## config.mk

```make
export PLATFORM = sky130hd
export DESIGN_NAME = lfsr_range_gen
export DESIGN_NICKNAME = d
export VERILOG_FILES = /design/src/rtl/lfsr_range_gen.sv
export SDC_FILE = /design/constraint.sdc
export NUM_CORES = 1
export LEC_CHECK = 0
export ABC_AREA = 1
export BUFFER_PORTS_ARGS = -buffer_cell sky130_fd_sc_hd__buf_4
export CORE_MARGIN = 2
export CORE_UTILIZATION = 45
export CTS_CLUSTER_SIZE = 25
export DETAILED_ROUTE_END_ITERATION = 8
export PLACE_DENSITY = 0.67
export SLEW_MARGIN = 20
export SYNTH_ARGS = -nofsm -noshare
export SYNTH_HDL_FRONTEND = slang
export SYNTH_SLANG_ARGS = --single-unit
```

## constraint.sdc

```tcl
create_clock -name clock -period 2.2 [get_ports clock]
set_clock_uncertainty 0.1 [all_clocks]
set_input_delay 0.22 -clock clock [delete_from_list [all_inputs] [get_ports clock]]
set_output_delay 0.22 -clock clock [all_outputs]
set_load 0.005 [all_outputs]
```

## src/rtl/lfsr_range_gen.sv

```systemverilog
// lfsr_range_gen: Fibonacci LFSR with a request/valid port returning a uniform
// value in [0, limit) by masked rejection sampling with bounded retries.
// Optional feature macro: LFSR_LOCKUP_GUARD_EN (all-zero state recovers to SEED).
`timescale 1ns/1ps
module lfsr_range_gen #(
    parameter int unsigned      WIDTH     = 8,
    parameter logic [WIDTH-1:0] TAPS      = 8'h8D,
    parameter logic [WIDTH-1:0] SEED      = 8'h0F,
    parameter int unsigned      OUT_W     = 8,
    parameter int unsigned      MAX_TRIES = 4
) (
    input  logic             clock,
    input  logic             reset,
    input  logic             enable,
    input  logic             seed_load,
    input  logic [WIDTH-1:0] seed_in,
    input  logic             req,
    input  logic [OUT_W-1:0] limit,
    output logic             busy,
    output logic             valid,
    output logic [OUT_W-1:0] value,
    output logic [WIDTH-1:0] raw
);

    localparam int unsigned      TRY_W    = (MAX_TRIES > 1) ? $clog2(MAX_TRIES) : 1;
    localparam logic [TRY_W-1:0] LAST_TRY = TRY_W'(MAX_TRIES - 1);

    typedef enum logic {
        IDLE,
        DRAW
    } fsm_t;

    fsm_t             fsm_q,   fsm_d;
    logic [WIDTH-1:0] state_q, state_d;
    logic [OUT_W-1:0] lim_q,   lim_d;
    logic [OUT_W-1:0] mask_q,  mask_d;
    logic [TRY_W-1:0] tries_q, tries_d;
    logic             busy_q,  busy_d;
    logic             valid_q, valid_d;
    logic [OUT_W-1:0] value_q, value_d;

    logic             feedback;
    logic [WIDTH-1:0] lfsr_next;
    logic [WIDTH-1:0] load_val;
    logic [OUT_W-1:0] lim_m1;
    logic [OUT_W-1:0] cand;
    logic             advance;

    // Candidate next LFSR state and the value a seed load would install
    always_comb begin
        feedback = ^(state_q & TAPS);
`ifdef LFSR_LOCKUP_GUARD_EN
        lfsr_next = (state_q == '0) ? SEED : {state_q[WIDTH-2:0], feedback};
        load_val  = (seed_in == '0) ? SEED : seed_in;
`else
        lfsr_next = {state_q[WIDTH-2:0], feedback};
        load_val  = seed_in;
`endif
    end

    // Draw FSM: latch range on request, test one candidate per DRAW cycle
    always_comb begin
        fsm_d   = fsm_q;
        lim_d   = lim_q;
        mask_d  = mask_q;
        tries_d = tries_q;
        busy_d  = busy_q;
        valid_d = 1'b0;
        value_d = value_q;
        advance = 1'b0;
        lim_m1  = limit - OUT_W'(1);
        cand    = state_q[OUT_W-1:0] & mask_q;

        case (fsm_q)
            IDLE: begin
                advance = enable;
                if (req) begin
                    lim_d   = limit;
                    // Smear the highest set bit of limit-1 downward: limit=0
                    // wraps to all ones, limit=1 gives an empty mask.
                    for (int unsigned i = 0; i < OUT_W; i++) begin
                        mask_d[i] = |(lim_m1 >> i);
                    end
                    tries_d = '0;
                    busy_d  = 1'b1;
                    fsm_d   = DRAW;
                end
            end
            DRAW: begin
                advance = 1'b1;
                if (lim_q == '0 || cand < lim_q) begin
                    value_d = cand;
                    valid_d = 1'b1;
                    busy_d  = 1'b0;
                    fsm_d   = IDLE;
                end else if (tries_q == LAST_TRY) begin
                    // mask < 2*lim_q, so one subtraction lands inside the range
                    value_d = cand - lim_q;
                    valid_d = 1'b1;
                    busy_d  = 1'b0;
                    fsm_d   = IDLE;
                end else begin
                    tries_d = tries_q + 1'b1;
                end
            end
            default: fsm_d = IDLE;
        endcase

        if (seed_load) begin
            state_d = load_val;
        end else if (advance) begin
            state_d = lfsr_next;
        end else begin
            state_d = state_q;
        end
    end

    // Register all state and outputs; synchronous active-low reset
    always_ff @(posedge clock) begin
        if (!reset) begin
            fsm_q   <= IDLE;
            state_q <= SEED;
            lim_q   <= '0;
            mask_q  <= '0;
            tries_q <= '0;
            busy_q  <= 1'b0;
            valid_q <= 1'b0;
            value_q <= '0;
        end else begin
            fsm_q   <= fsm_d;
            state_q <= state_d;
            lim_q   <= lim_d;
            mask_q  <= mask_d;
            tries_q <= tries_d;
            busy_q  <= busy_d;
            valid_q <= valid_d;
            value_q <= value_d;
        end
    end

    assign busy  = busy_q;
    assign valid = valid_q;
    assign value = value_q;
    assign raw   = state_q;

endmodule

```

==> impl_metrics.xml, run 1 <==
<?xml version="1.0" encoding="UTF-8"?>
<metrics>
  <group name="sta">
    <metric name="max-slew-margin-rel" unit="%">65.72</metric>
    <metric name="pins_over_slew_limit" unit="">0</metric>
    <metric name="worst_pin_slew" unit="ns">0.5123</metric>
    <metric name="finalHoldViolCount" unit="">0</metric>
    <metric name="timing.fmax" unit="MHz">477.4</metric>
    <metric name="post-route-min-period" unit="ns">2.095</metric>
    <metric name="finalSetupTns" unit="ns">0</metric>
    <metric name="final-setup-viol-count" unit="">0</metric>
    <metric name="min_period_over_period" unit="%">95.21</metric>
  </group>
  <group name="cts">
    <metric name="clock_sinks" unit="">37</metric>
    <metric name="postCtsHoldBufs" unit="">0</metric>
    <metric name="ctsHtreeMaxLevel" unit="">2</metric>
    <metric name="tritoncts_clock_tree" unit="">yes</metric>
    <metric name="cts_buffer_depth" unit="">2</metric>
    <metric name="clkTransAtPathRegs" unit="ns">0.07</metric>
    <metric name="clockRootBuffer" unit="">sky130_fd_sc_hd__clkbuf_8</metric>
    <metric name="clock_latency_of_the_later_clocked_register_in_the_worst_skew_pair" unit="ns">0.29</metric>
    <metric name="cts_inserted_buffers" unit="">5</metric>
  </group>
  <group name="logic_synthesis">
    <metric name="dominant_combinational_cell_family_by_area_after_synthesis" unit="">simple AND/OR/NAND/NOR gates</metric>
    <metric name="most_frequent_cell_after_synthesis" unit="">sky130_fd_sc_hd__nand2_1</metric>
    <metric name="synth_compound_area_share" unit="%">11.73</metric>
    <metric name="post_synth_mux_area_share" unit="%">0</metric>
    <metric name="synth_fa_ha_area_share" unit="%">7.208</metric>
    <metric name="synth.cells.most_frequent" unit="">sky130_fd_sc_hd__nand2_1 (89), sky130_fd_sc_hd__inv_1 (47), sky130_fd_sc_hd__dfxtp_1 (37), sky130_fd_sc_hd__nor2_1 (37), sky130_fd_sc_hd__nand3_1 (29)</metric>
    <metric name="post-synth-top-area-cell" unit="">sky130_fd_sc_hd__dfxtp_1</metric>
    <metric name="postSynthAreaPerCell" unit="sq um">6.628</metric>
    <metric name="synth_enable_flop_cells" unit="">0</metric>
    <metric name="synth_nets" unit="">363</metric>
    <metric name="synth.ff_latch_count" unit="">37</metric>
    <metric name="netlist-cell-type-count" unit="">30</metric>
    <metric name="ys_async_sr_fraction" unit="%">0</metric>
    <metric name="synth_flop_cell" unit="">sky130_fd_sc_hd__dfxtp_1</metric>
    <metric name="synth.top_cell.area_share" unit="%">33.87</metric>
    <metric name="yosys_warnings" unit="">0</metric>
    <metric name="synth.area.top_cells" unit="">sky130_fd_sc_hd__dfxtp_1 (34%), sky130_fd_sc_hd__nand2_1 (15%), sky130_fd_sc_hd__inv_1 (8.1%)</metric>
    <metric name="cells_after_synthesis" unit="">330</metric>
    <metric name="post_synth_xor_area_fraction" unit="%">3.204</metric>
    <metric name="synth-simple-area-share" unit="%">33.75</metric>
    <metric name="synth-seq-area-share" unit="%">33.87</metric>
    <metric name="synthesis.area" unit="sq mm">0.002187</metric>
  </group>
  <group name="floorplanning">
    <metric name="io_pins" unit="">39</metric>
    <metric name="floorplan.die.width" unit="um">73.72</metric>
    <metric name="start_util" unit="%">46.61</metric>
    <metric name="core-area" unit="sq mm">0.004692</metric>
    <metric name="area_enclosed_by_the_die_boundary" unit="sq mm">0.005434</metric>
    <metric name="fp-row-count" unit="">25</metric>
    <metric name="die_height" unit="um">73.72</metric>
  </group>
  <group name="worst_setup_path">
    <metric name="critPathMostFrequentCell" unit="">sky130_fd_sc_hd__nand2_1</metric>
    <metric name="worst_setup_path_end_kind" unit="">register</metric>
    <metric name="timing.critical_path.slowest_stage_cell" unit="">sky130_fd_sc_hd__ha_1</metric>
    <metric name="critPathLaunchType" unit="">register</metric>
    <metric name="required" unit="ns">2.28</metric>
    <metric name="timing.critical_path.slowest_cell_delay" unit="ns">0.34</metric>
    <metric name="cp.arrival" unit="ns">2.18</metric>
    <metric name="critical_path_class" unit="">register to register</metric>
    <metric name="critical_path_cell_list" unit="">nand2_1, inv_1, ha_1, nand2_1, nor2_1, nand3_2, nand2_4, nand2_8, o21bai_2, inv_2, o21ai_1, nand2_1</metric>
    <metric name="largest_fanout_on_the_critical_path" unit="">8</metric>
  </group>
  <group name="power">
    <metric name="powerDensity" unit="mW/mm^2">698.0</metric>
    <metric name="report.power.total" unit="uW">1907</metric>
    <metric name="vdd.ir_drop.worst" unit="mV">0.2448</metric>
    <metric name="leak_pwr" unit="uW">0.001409</metric>
  </group>
  <group name="run">
    <metric name="cap_viol_max_count" unit="">0</metric>
  </group>
  <group name="drt">
    <metric name="route.detailed.vias_per_inst" unit="">4.894</metric>
    <metric name="routed_wire_length_per_instance" unit="um">11.61</metric>
    <metric name="drt.antenna.violating_nets" unit="">0</metric>
    <metric name="initialDrtViolationCount" unit="">108</metric>
    <metric name="drt-total-wl" unit="um">5026</metric>
    <metric name="drtPass1Iterations" unit="">4</metric>
    <metric name="post-route-drc-count" unit="">0</metric>
    <metric name="detailroute.via_count" unit="">2119</metric>
  </group>
  <group name="global_route">
    <metric name="pin_count_of_the_biggest_net_entering_global_routing" unit="">22</metric>
    <metric name="grt-ovfl-total" unit="">0</metric>
    <metric name="vias_in_the_first_global_route" unit="">1758</metric>
    <metric name="initial_antenna_violation_count" unit="">0</metric>
    <metric name="grt_pass1_wl" unit="um">8045</metric>
    <metric name="gr-usage-all-layers" unit="%">19.28</metric>
  </group>
  <group name="place">
    <metric name="gp_congestion" unit="">0.8399</metric>
    <metric name="detailedPlacementHpwl" unit="um">3884</metric>
    <metric name="port_buffers" unit="">38</metric>
  </group>
  <group name="layout">
    <metric name="filler_cell_count" unit="">468</metric>
    <metric name="syn2layout_area_growth" unit="%">24.94</metric>
    <metric name="number_of_nets_in_the_final_layout" unit="">411</metric>
    <metric name="antenna_cells_inserted" unit="">0</metric>
    <metric name="layout-drive-gt1-share" unit="%">19.79</metric>
    <metric name="multi_input_area" unit="sq mm">0.001250</metric>
    <metric name="area.sequential" unit="sq um">743.2</metric>
  </group>
  <group name="outcome">
    <metric name="run_status" unit="">finished, final reports clean</metric>
  </group>
  <group name="min_path">
    <metric name="hp-class" unit="">input port to register</metric>
  </group>
</metrics>
-- routing by layer --
| layer | wire, um | global-route usage, % |
|---|---|---|
| met1 | 2403 | 26.64 |
| met2 | 2296 | 30.16 |
| met3 | 258 | 4.115 |
| met4 | 68 | 5.455 |
| met5 | 0 | 0 |
-- flip-flops by register name, summed over array words and instances, names as in the netlist --
name and cells:
tries_q 2, busy 1, valid 1, lim_q 8, raw 8, value 8, fsm_q 1, mask_q 8
-- kinds of logic (layout without fill, tap and decap cells) --
| family | after synthesis | count (layout) |
|---|---|---|
| adders and majority gates | 12 | 12 |
| xor gates and xnor gates | 8 | 8 |
| buffers and inverters | 57 | 106 |
| DFF | 37 | 37 |
| and+or+nand+nor | 171 | 171 |
| AOI/OAI and AO/OA | 45 | 45 |
-- path summary, 6_finish.rpt --
check,slack [ns],to,from,depth (start not counted)
min reg2reg,0.37,value[4],value[4],2
min,0.06,raw[1],seed_in[1],3
max reg2reg,0.11,value[0],mask_q[5],12
max,0.11,value[0],mask_q[5],12
-- power breakdown --
group / internal [uW] / switching, uW / total [uW]
Clock: 369 / 251 / 619
Sequential: 723 / 33.5 / 756
Combinational: 226 / 305 / 532
-- timing repair --
action                                  CTS  global route
buffers inserted                          0             4
endpoints found under the setup margin    0             7
gates resized for setup                   0             9
-- cell type report --
cell class,count,area share (%)
multi-input cells,236,45.74
flip-flops and latches,37,27.20
repair buffers,48,13.19
inverters,50,7.006
clock buffers,6,3.022
well taps,54,2.473
clock inverters,2,1.374
-- metrics by stage --
| stage | hold slack [ns] | cell area (sq um) | std cells | worst slack, ns | utilization [%] |
|---|---|---|---|---|---|
| final | 0.05721 | 2733 | 433 | 0.1053 | 58.24 |
| after global routing | 0.06403 | 2733 | 433 | -0.06684 | 58.24 |
| after CTS | 0.05843 | 2669 | 429 | 0.05521 | 56.88 |
| after detailed placement | 0.3601 | 2549 | 421 | 0.08368 | 54.32 |
| after global placement | 0.3537 | 2549 | 421 | 0.1582 | 54.32 |
| after floorplan | 0.2605 | 2187 | 330 | 0.2739 | - |
-- placed cells by master (no fill, tap or decap) --
cell,instances
sky130_fd_sc_hd__nand2_1,88
sky130_fd_sc_hd__buf_4,48
sky130_fd_sc_hd__inv_1,46
sky130_fd_sc_hd__nor2_1,37
sky130_fd_sc_hd__dfxtp_1,35
sky130_fd_sc_hd__nand3_1,28
sky130_fd_sc_hd__a21oi_1,18
sky130_fd_sc_hd__o21ai_0,14
sky130_fd_sc_hd__ha_1,11
sky130_fd_sc_hd__nand4_1,6
sky130_fd_sc_hd__clkbuf_8,6
sky130_fd_sc_hd__xor2_1,5
sky130_fd_sc_hd__a31oi_1,4
sky130_fd_sc_hd__nand2_2,3
sky130_fd_sc_hd__o21ai_1,3
sky130_fd_sc_hd__xnor2_1,3
sky130_fd_sc_hd__inv_2,2
sky130_fd_sc_hd__a21oi_2,2
sky130_fd_sc_hd__nand3_2,2
sky130_fd_sc_hd__nor2_4,2
sky130_fd_sc_hd__clkinvlp_4,2
sky130_fd_sc_hd__nand2b_1,2
sky130_fd_sc_hd__dfxtp_2,2
sky130_fd_sc_hd__clkinv_1,1
sky130_fd_sc_hd__nand2_4,1
sky130_fd_sc_hd__nand2_8,1
sky130_fd_sc_hd__o21ai_4,1
sky130_fd_sc_hd__o21bai_2,1
sky130_fd_sc_hd__o21a_1,1
sky130_fd_sc_hd__nand3b_1,1
sky130_fd_sc_hd__o21bai_1,1
sky130_fd_sc_hd__fa_2,1
sky130_fd_sc_hd__bufinv_16,1
-- worst max-delay path: cells and delay by family (launching register included) --
kind / cells / cell delay, ns
and+or+nand+nor: 7 / 0.76
adders and majority gates: 1 / 0.34
DFF: 1 / 0.33
AOI/OAI and AO/OA: 2 / 0.27
buffers and inverters: 2 / 0.16
Note: power is estimated with default switching activity, not from simulation.
==> inputs of run 2 (changes only) <==
- CORE_MARGIN: 2 -> 3
- CORE_UTILIZATION: 45 -> 56
- PLACE_DENSITY: 0.67 -> 0.8
==> run 2 against run 1 <==
Against the previous run: global-route usage increased by 3.6 points; utilization rose by 15 points; hold slack improved by 0.0034 ns; via count increased by 1.1%; flip-flop and latch count did not move; non-clock buffer count fell by 1; register-to-register slack about the same; power is 1.4% lower; sequential power is essentially flat; highest routed layer unchanged.
==> impl_metrics.xml, run 2 (synthesized netlist as in run 1, its figures left out) <==
<?xml version="1.0" encoding="UTF-8"?>
<metrics>
  <group name="drt">
    <metric name="initialDrtViolationCount" unit="">115</metric>
    <metric name="detailroute.via_count" unit="">2143</metric>
    <metric name="drt.antenna.violating_nets" unit="">0</metric>
    <metric name="post-route-drc-count" unit="">0</metric>
    <metric name="routed_wire_length_per_instance" unit="um">12.19</metric>
    <metric name="route.detailed.vias_per_inst" unit="">5.019</metric>
    <metric name="drt-total-wl" unit="um">5203</metric>
    <metric name="drtPass1Iterations" unit="">4</metric>
  </group>
  <group name="layout">
    <metric name="syn2layout_area_growth" unit="%">24.14</metric>
    <metric name="layout-drive-gt1-share" unit="%">18.73</metric>
    <metric name="commonest_cells_after_routing_fill_and_taps_aside" unit="">sky130_fd_sc_hd__nand2_1 (89), sky130_fd_sc_hd__buf_4 (47), sky130_fd_sc_hd__inv_1 (46)</metric>
    <metric name="number_of_nets_in_the_final_layout" unit="">411</metric>
    <metric name="stdcell_count" unit="">427</metric>
    <metric name="filler_cell_count" unit="">314</metric>
    <metric name="layout_commonest_cell" unit="">sky130_fd_sc_hd__nand2_1</metric>
    <metric name="postLayoutCoreUtil" unit="%">73.06</metric>
    <metric name="antenna_cells_inserted" unit="">0</metric>
  </group>
  <group name="worst_setup_path">
    <metric name="largest_fanout_on_the_critical_path" unit="">7</metric>
    <metric name="r2r-end" unit="">value[6]</metric>
    <metric name="cp.arrival" unit="ns">2.18</metric>
    <metric name="required" unit="ns">2.29</metric>
    <metric name="reg2reg_slack" unit="ns">0.11</metric>
    <metric name="critical_path.startpoint" unit="">raw[7]</metric>
    <metric name="worst_setup_path_end_kind" unit="">register</metric>
    <metric name="rr_worst_depth" unit="">13</metric>
    <metric name="critical_path_class" unit="">register to register</metric>
    <metric name="critPathLaunchType" unit="">register</metric>
    <metric name="r2r-start" unit="">raw[7]</metric>
    <metric name="end_point_of_the_critical_path" unit="">value[6]</metric>
  </group>
  <group name="sta">
    <metric name="finalHoldViolCount" unit="">0</metric>
    <metric name="worst_pin_slew" unit="ns">0.5238</metric>
    <metric name="pins_over_slew_limit" unit="">0</metric>
    <metric name="timing.fmax" unit="MHz">479.5</metric>
    <metric name="max-slew-margin-rel" unit="%">64.95</metric>
    <metric name="min_period_over_period" unit="%">94.79</metric>
    <metric name="final-setup-viol-count" unit="">0</metric>
    <metric name="post-route-min-period" unit="ns">2.085</metric>
  </group>
  <group name="cts">
    <metric name="clkTransAtPathRegs" unit="ns">0.07</metric>
    <metric name="ctsHtreeMaxLevel" unit="">2</metric>
    <metric name="cts_inserted_buffers" unit="">5</metric>
    <metric name="clockRootBuffer" unit="">sky130_fd_sc_hd__clkbuf_8</metric>
    <metric name="tritoncts_clock_tree" unit="">yes</metric>
    <metric name="clock_latency_of_the_later_clocked_register_in_the_worst_skew_pair" unit="ns">0.30</metric>
    <metric name="clock_sinks" unit="">37</metric>
    <metric name="cts_buffer_depth" unit="">2</metric>
  </group>
  <group name="global_route">
    <metric name="vias_in_the_first_global_route" unit="">1847</metric>
    <metric name="gr-usage-all-layers" unit="%">22.91</metric>
    <metric name="grt-ovfl-total" unit="">0</metric>
    <metric name="initial_antenna_violation_count" unit="">0</metric>
    <metric name="grt_pass1_wl" unit="um">8004</metric>
    <metric name="pin_count_of_the_biggest_net_entering_global_routing" unit="">22</metric>
  </group>
  <group name="min_path">
    <metric name="hp-class" unit="">input port to register</metric>
  </group>
  <group name="floorplanning">
    <metric name="area_enclosed_by_the_die_boundary" unit="sq mm">0.004692</metric>
    <metric name="io_pins" unit="">39</metric>
    <metric name="fp-row-count" unit="">22</metric>
    <metric name="start_util" unit="%">58.86</metric>
    <metric name="core-area" unit="sq mm">0.003716</metric>
    <metric name="die_height" unit="um">68.50</metric>
    <metric name="floorplan.die.width" unit="um">68.50</metric>
  </group>
  <group name="power">
    <metric name="powerDensity" unit="mW/mm^2">693.0</metric>
    <metric name="vdd.ir_drop.worst" unit="mV">0.3724</metric>
    <metric name="leak_pwr" unit="uW">0.001405</metric>
  </group>
  <group name="place">
    <metric name="port_buffers" unit="">38</metric>
    <metric name="place.detailed.instances" unit="">416</metric>
    <metric name="detailedPlacementHpwl" unit="um">3846</metric>
    <metric name="gp_congestion" unit="">0.9013</metric>
  </group>
  <group name="run">
    <metric name="cap_viol_max_count" unit="">0</metric>
  </group>
  <group name="outcome">
    <metric name="run_status" unit="">finished, final reports clean</metric>
  </group>
</metrics>
[run 2: changes by cell type in the layout (fill, tap and decap cells not counted)]
cell,before,now
sky130_fd_sc_hd__dfxtp_1,35,37
sky130_fd_sc_hd__dfxtp_2,2,0
sky130_fd_sc_hd__a21oi_1,18,19
sky130_fd_sc_hd__a21oi_2,2,1
sky130_fd_sc_hd__buf_4,48,47
sky130_fd_sc_hd__clkbuf_8,6,5
sky130_fd_sc_hd__clkinv_4,0,1
sky130_fd_sc_hd__nand2_1,88,89
sky130_fd_sc_hd__nand2_2,3,2
sky130_fd_sc_hd__nand2_4,1,2
[run 2: per-stage QoR]
| stage | instance area, sq um | total power, uW | TNS, ns | hold slack, ns | worst slack, ns |
|---|---|---|---|---|---|
| 2_1_floorplan | 2187 | 1104 | 0 | 0.2605 | 0.2739 |
| 3_3_place_gp | 2549 | 1241 | 0 | 0.3546 | 0.1698 |
| 3_5_place_dp | 2549 | 1248 | 0 | 0.3615 | 0.1029 |
| 4_1_cts | 2664 | 1842 | 0 | 0.05235 | 0.08099 |
| 5_1_grt | 2715 | 1986 | -0.09577 | 0.05438 | -0.03545 |
| 6_report | 2715 | 1882 | 0 | 0.06056 | 0.1146 |
[run 2: how the worst min path moves through the flow]
stage                from  slack (ns)  depth (start not counted)  endpoint
2_1_floorplan  seed_in[1]        0.26                          2    raw[1]
3_3_place_gp     value[3]        0.35                          2  value[3]
3_5_place_dp   seed_in[2]        0.36                          3    raw[2]
4_1_cts        seed_in[1]        0.05                          3    raw[1]
5_1_grt        seed_in[1]        0.05                          3    raw[1]
6_report       seed_in[1]        0.06                          3    raw[1]
[run 2: final cells by class]
| cell class | count | area [sq um] | share of cell area [%] |
|---|---|---|---|
| Tap cell | 48 | 60.06 | 2.212 |
| Timing Repair Buffer | 47 | 352.8 | 13.00 |
| Multi-Input combinational cell | 237 | 1255 | 46.22 |
| Clock inverter | 3 | 46.29 | 1.705 |
| Inverter | 50 | 191.4 | 7.051 |
| Clock buffer | 5 | 68.82 | 2.535 |
| Sequential cell | 37 | 740.7 | 27.28 |
[run 2: worst max-delay path, stage by stage, from the launching register on]
cell and delay [ns]:
sky130_fd_sc_hd__dfxtp_1 0.37, sky130_fd_sc_hd__nand2_1 0.07, sky130_fd_sc_hd__inv_1 0.10, sky130_fd_sc_hd__ha_1 0.29
sky130_fd_sc_hd__nand2_2 0.11, sky130_fd_sc_hd__inv_1 0.04, sky130_fd_sc_hd__a21oi_1 0.24, sky130_fd_sc_hd__nand2_4 0.12
sky130_fd_sc_hd__nand2_8 0.10, sky130_fd_sc_hd__clkinvlp_4 0.16, sky130_fd_sc_hd__nand2_1 0.09, sky130_fd_sc_hd__nand2_1 0.05
sky130_fd_sc_hd__nand2_1 0.07, sky130_fd_sc_hd__nand2_1 0.06
[run 2: power by group]
part           internal (uW)  switching (uW)  leakage (uW)
Sequential               722            30.8      0.000305
Combinational            218             313       0.00105
Clock                    339             259     0.0000543
[run 2: repair_timing]
item,4_1_cts,5_1_grt
hold buffers,0,0
setup buffers,0,2
resized for setup,0,5
setup endpoints to repair,0,5
[run 2: routing by layer]
| layer | wire length (um) | track usage (%) | up-vias |
|---|---|---|---|
| li1 | - | - | 1135 |
| met1 | 2321 | 30.01 | 942 |
| met2 | 2454 | 36.23 | 55 |
| met3 | 320 | 4.700 | 11 |
| met4 | 106 | 9.926 | 0 |
| met5 | 0 | 0 | - |
